===== src/rtl/cpu_types_pkg.sv =====
// Shared types and constants for the CPU pipeline: word type, fetch FSM states,
// and the IF/ID register payload.
package cpu_types_pkg;

    typedef logic [31:0] word_t;

    typedef enum logic [1:0] {
        FETCH,
        REDIR_PEND,
        HALTED
    } fetch_state_t;

    localparam word_t PC_STEP   = 32'd4;
    localparam word_t NOP_INSTR = 32'h0000_0000;

    typedef struct packed {
        word_t instr;
        word_t npc;
        logic  valid;
    } ifid_t;

    localparam ifid_t IFID_BUBBLE = '{instr: NOP_INSTR, npc: 32'h0, valid: 1'b0};

    // Instruction addresses are word aligned; redirect targets are forced onto a word.
    function automatic word_t word_align(input word_t addr);
        return {addr[31:2], 2'b00};
    endfunction

endpackage


===== src/rtl/ifid_latch.sv =====
// IF/ID pipeline register: enable-gated load, synchronous flush that beats the
// enable, asynchronous active-low reset to a bubble.
module ifid_latch
    import cpu_types_pkg::*;
(
    input  logic  clk,
    input  logic  rst_n,
    input  logic  en,
    input  logic  flush,
    input  ifid_t d,
    output ifid_t q
);

    // NOTE: sequential state is written with non-blocking assignments only, so every
    // flop samples the pre-edge values regardless of block evaluation order.
    always_ff @(posedge clk or negedge rst_n) begin
        if (!rst_n) begin
            q <= IFID_BUBBLE;
        end else if (flush) begin
            q <= IFID_BUBBLE;
        end else if (en) begin
            q <= d;
        end
    end

endmodule


===== src/rtl/fetch_unit.sv =====
// Instruction-fetch stage: owns the PC, issues icache reads, resolves redirects
// and halt, and drives the IF/ID register.
module fetch_unit
    import cpu_types_pkg::*;
#(
    parameter word_t PCINIT = 32'h0000_0000
) (
    input  logic        CLK,
    input  logic        nRST,
    input  logic        ihit,
    input  logic [31:0] imemload,
    output logic        imemREN,
    output logic [31:0] imemaddr,
    input  logic        ifW,
    input  logic        ifRST,
    input  logic        brnch_taken,
    input  logic [31:0] brnch_target,
    input  logic        jr,
    input  logic [31:0] jr_target,
    input  logic        jmp,
    input  logic [31:0] jmp_target,
    input  logic        halt,
    output logic [31:0] ifid_instr,
    output logic [31:0] ifid_npc,
    output logic        ifid_valid,
    output logic [31:0] pc,
    output logic        halted
);

    fetch_state_t state;
    word_t        pend_target;
    logic         redirect;
    word_t        redir_target;
    logic         ifid_en;
    ifid_t        ifid_d;
    ifid_t        ifid_q;

    // Branch resolves in EX and is older than a JR/J decoded in ID, so it wins.
    always_comb begin
        redirect = brnch_taken | jr | jmp;
        if (brnch_taken) begin
            redir_target = word_align(brnch_target);
        end else if (jr) begin
            redir_target = word_align(jr_target);
        end else begin
            redir_target = word_align(jmp_target);
        end
    end

    // NOTE: every signal gets a default before the branches, so no path leaves one
    // unassigned and no latch is inferred.
    always_comb begin
        ifid_en = 1'b0;
        ifid_d  = IFID_BUBBLE;
        if (halt || state == HALTED) begin
            ifid_en = 1'b1;
        end else if (state == REDIR_PEND || redirect) begin
            ifid_en = ihit | ifW;
        end else if (ihit) begin
            ifid_en = ifW;
            ifid_d  = '{instr: imemload, npc: pc + PC_STEP, valid: 1'b1};
        end else begin
            ifid_en = ifW;
        end
    end

    always_ff @(posedge CLK or negedge nRST) begin
        if (!nRST) begin
            state       <= FETCH;
            pc          <= PCINIT;
            pend_target <= '0;
        end else begin
            case (state)
                FETCH: begin
                    if (halt) begin
                        state <= HALTED;
                    end else if (redirect) begin
                        if (ihit) begin
                            pc <= redir_target;
                        end else begin
                            // Keep pc (and so imemaddr) steady until the miss completes.
                            pend_target <= redir_target;
                            state       <= REDIR_PEND;
                        end
                    end else if (ihit && ifW) begin
                        pc <= pc + PC_STEP;
                    end
                end
                REDIR_PEND: begin
                    if (halt) begin
                        state <= HALTED;
                    end else if (ihit) begin
                        pc    <= redirect ? redir_target : pend_target;
                        state <= FETCH;
                    end else if (redirect) begin
                        pend_target <= redir_target;
                    end
                end
                HALTED:  state <= HALTED;
                default: state <= FETCH;
            endcase
        end
    end

    ifid_latch u_ifid_latch (
        .clk   (CLK),
        .rst_n (nRST),
        .en    (ifid_en),
        .flush (ifRST),
        .d     (ifid_d),
        .q     (ifid_q)
    );

    assign imemREN    = (state != HALTED);
    assign imemaddr   = word_align(pc);
    assign halted     = (state == HALTED);
    assign ifid_instr = ifid_q.instr;
    assign ifid_npc   = ifid_q.npc;
    assign ifid_valid = ifid_q.valid;

endmodule


===== config.mk =====
export PLATFORM = sky130hd
export DESIGN_NAME = fetch_unit
export DESIGN_NICKNAME = d
export VERILOG_FILES = /design/src/rtl/cpu_types_pkg.sv /design/src/rtl/ifid_latch.sv /design/src/rtl/fetch_unit.sv
export SDC_FILE = /design/constraint.sdc
export NUM_CORES = 1
export LEC_CHECK = 0
export ABC_AREA = 1
export CORE_MARGIN = 2
export CORE_UTILIZATION = 40
export DETAILED_ROUTE_END_ITERATION = 7
export PLACE_DENSITY_LB_ADDON = 0.05
export SLEW_MARGIN = 20
export SYNTH_ARGS = -nofsm -noshare
export SYNTH_HDL_FRONTEND = slang
export SYNTH_SLANG_ARGS = --single-unit
export TNS_END_PERCENT = 20

===== constraint.sdc =====
create_clock -name CLK -period 2.2 [get_ports CLK]
set_input_delay 0.44 -clock CLK [delete_from_list [all_inputs] [get_ports CLK]]
set_output_delay 0.44 -clock CLK [all_outputs]
set_load 0.02 [all_outputs]

==> flow_summary_export.csv <==
group,metric,value,unit
power,ir_worst_vdd,0.0004729,V
worst_setup_path,worst_setup_path_start_kind,"register",
hold_path,hold_depth,2,
timing,layout_worst_path_cycle_share,0.9364,
worst_setup_path,critPathMaxStageDelay,0.70,ns
floorplanning,die_w,147.4,um
hold_path,hp-class,"reg2reg",
cells_and_area,drive_gt1_frac,0.1074,
worst_setup_path,r2r_end,"pc[12]",
worst_setup_path,path_cells,"clkdlybuf4s50_1",
timing,fin_crit,2.060,ns
cts,cts_sinks,131,
global_routing,grt_pass1_wl,39030,um
floorplanning,core-area,20230,um^2
worst_setup_path,crit_buf_inv,1,
hold_path,min_from,"pend_target[1]",
place,port_buffers,259,
worst_setup_path,worstPathMaxFanout,6,
timing,slew_violations,0,
cells_and_area,fin_area,11640,um^2
worst_setup_path,crit_family,"buffers and inverters",
global_routing,grt_max_degree,86,
route,routed-via-count,7741,
floorplanning,start_util,0.4066,
floorplanning,die_area,21730,um^2
cts,root_buffer,"clkbuf_16",
place,dp.cells,1597,
synthesis,synth-async-reset-ratio,1.000,
synthesis,synthTopCellsByCount,"296 x nand2_1, 146 x inv_1, 131 x dfrtp_1",
timing,setup_violations,0,
place,gp_congestion,0.8196,
global_routing,antenna_found_initial,0,
route,viasPerCell,4.749,
synthesis,yosysMostFrequentCell,"nand2_1",
cells_and_area,area_growth,41.42,%
cts,clk-insertion-delay-late,0.42,ns
run,cap_violations,0,
place,place_area,11060,um^2
worst_setup_path,r2r_setup_slack,0.29,ns
worst_setup_path,worstSetupPathType,"reg2out",
synthesis,synth_cells,1117,
synthesis,ys.warnings.count,0,
synthesis,seq_area_frac_synth,0.3984,
power,p_leak,0.005253,uW
power,power_density,956.1,nW/um^2
route,drt_iter0_drc,470,
place,dp_slack,-0.1323,ns
worst_setup_path,crit_path_top_delay_cell,"clkdlybuf4s50_1",
synthesis,synth_top_area_frac,0.3984,
cells_and_area,diodes,0,
timing,hold_viol,0,
synthesis,synth-edff-count,0,
synthesis,synth_top_area_cell,"dfrtp_1",
route,drtPass1Iterations,5,
timing,timing.final.ws_setup,0.1398,ns
worst_setup_path,required,1.76,ns
route,final_antenna_net_count,0,
status,status,"complete, no violations",
timing,finalClockSkew,0.007717,ns
synthesis,ys_seq_elements,131,
floorplanning,io_pins,268,
global_routing,overflow,0,
hold_path,hold_end,"pend_target[1]",
cts,postCtsSetupBuffers,0,
cts,cts_buffer_depth,2,
floorplanning,row_count,52,
place,dp_hpwl,17690,um
timing,worstMarginPinSlew,0.7002,ns
global_routing,track_usage,0.2245,
route,remaining_drc_errors,0,
worst_setup_path,cp-end-kind,"primary output",
timing,max_freq,485.4,MHz
synthesis,synth.distinct_cells,34,
worst_setup_path,r2r_start,"pc[3]",
cells_and_area,nNetsFinal,1485,
synthesis,synth.area.top_cells,"dfrtp_1 40%, nand2_1 14%, o22ai_2 7.5%",
worst_setup_path,cp.arrival,1.62,ns
route,post_drt_wl_per_cell,14.38,um
global_routing,grt_pass1_vias,7619,
worst_setup_path,reg2regPathDepth,10,
floorplanning,die_h,147.4,um
route,drt-total-wl,23440,um
cts,cts_tree,"built",
synthesis,synth_ff_type,"dfrtp_1",
synthesis,synth_area,8228,um^2
power,power,11130,uW
cells_and_area,instances_no_fill,1630,
cts,cts_max_level,4,
cells_and_area,n_fill_cell,1936,
cts,cts_buffers,17,
timing,slew_headroom,0.5327,
timing,rsz0062_at_grt,"no",
synthesis,syn_avg_cell_area,7.366,um^2
cts,clk_pin_slew_worst_paths,0.06,ns
==> placed cells by master (no fill, tap or decap), types with 13 or more instances in the layout <==
cell / n
o22ai_1: 15
clkbuf_16: 17
o21ai_1: 32
o22ai_2: 49
or2_1: 27
nor2_1: 101
buf_4: 27
dfrtp_1: 131
o21ai_0: 46
a21oi_1: 82
clkdlybuf4s50_1: 256
buf_12: 13
inv_1: 146
nand3_1: 49
nand2_1: 296
==> per-stage QoR <==
step                hold slack, ns    util  TNS, ns
global route                0.5139  0.5751        0
floorplan                   0.1444       -        0
detailed placement          0.4146  0.5465   -5.713
CTS                         0.4819  0.5751        0
finish                      0.4807  0.5751        0
global placement            0.4168  0.5465   -4.129
==> kinds of logic (layout without fill, tap and decap cells) <==
family,Yosys count,count (layout),synth area share
simple gates,496,496,0.2543
buf+inv,243,485,0.1404
compound gates,231,231,0.1901
flops,131,131,0.3984
xor+xnor,14,14,0.01490
fa+ha+maj,1,1,0.001520
other cells,1,2,0.0004558
==> sequential cells by signal, indices dropped and copies added (netlist names) <==
name	count
u_ifid_latch.q	65
pc	32
pend_target	32
state	2
==> worst reg2reg max path: cells and delay by family, from the launching register on <==
family | cells | cell delay [ns]
simple gates | 7 | 0.77
xor+xnor | 1 | 0.31
compound gates | 1 | 0.11
fa+ha+maj | 1 | 0.22
flops | 1 | 0.42
==> how the worst max path moves through the flow <==
stage,end,start,cells after the start,slack [ns]
floorplan,pc[18],pc[2],10,0.43
global placement,u_ifid_latch.q[43],jr,9,-0.09
detailed placement,u_ifid_latch.q[0],jr,9,-0.13
CTS,imemaddr[12],pc[12],1,0.10
global route,pc[18],pc[3],10,0.07
finish,imemaddr[12],pc[12],1,0.14
==> repair_timing <==
action	CTS	global route
hold buffers	1	0
endpoints found under the hold margin	42	0
resized for setup	2	0
endpoints found under the setup margin	2	0
==> report_power, final <==
| group | total (uW) | internal, uW | switching [uW] |
|---|---|---|---|
| Clock | 2730 | 1590 | 1140 |
| Combinational | 4700 | 2030 | 2670 |
| Sequential | 3700 | 2970 | 723 |
==> layer usage <==
layer	vias up	track usage	routed length (um)
met5	-	0	0
met4	0	0.07837	546
met3	33	0.04074	1520
met2	289	0.3367	9748
met1	3428	0.3266	11620
li1	3991	-	-
==> area by class of cell <==
cell class / count / area (um^2) / area share
Clock buffer: 18 / 439.2 / 0.03774
Tap cell: 270 / 337.8 / 0.02903
Clock inverter: 14 / 131.4 / 0.01129
Sequential cell: 131 / 3278 / 0.2817
Multi-Input combinational cell: 744 / 3811 / 0.3275
Timing Repair Buffer: 300 / 3064 / 0.2633
Inverter: 153 / 574.3 / 0.04935
No activity file was read; power rests on OpenSTA's default activity.
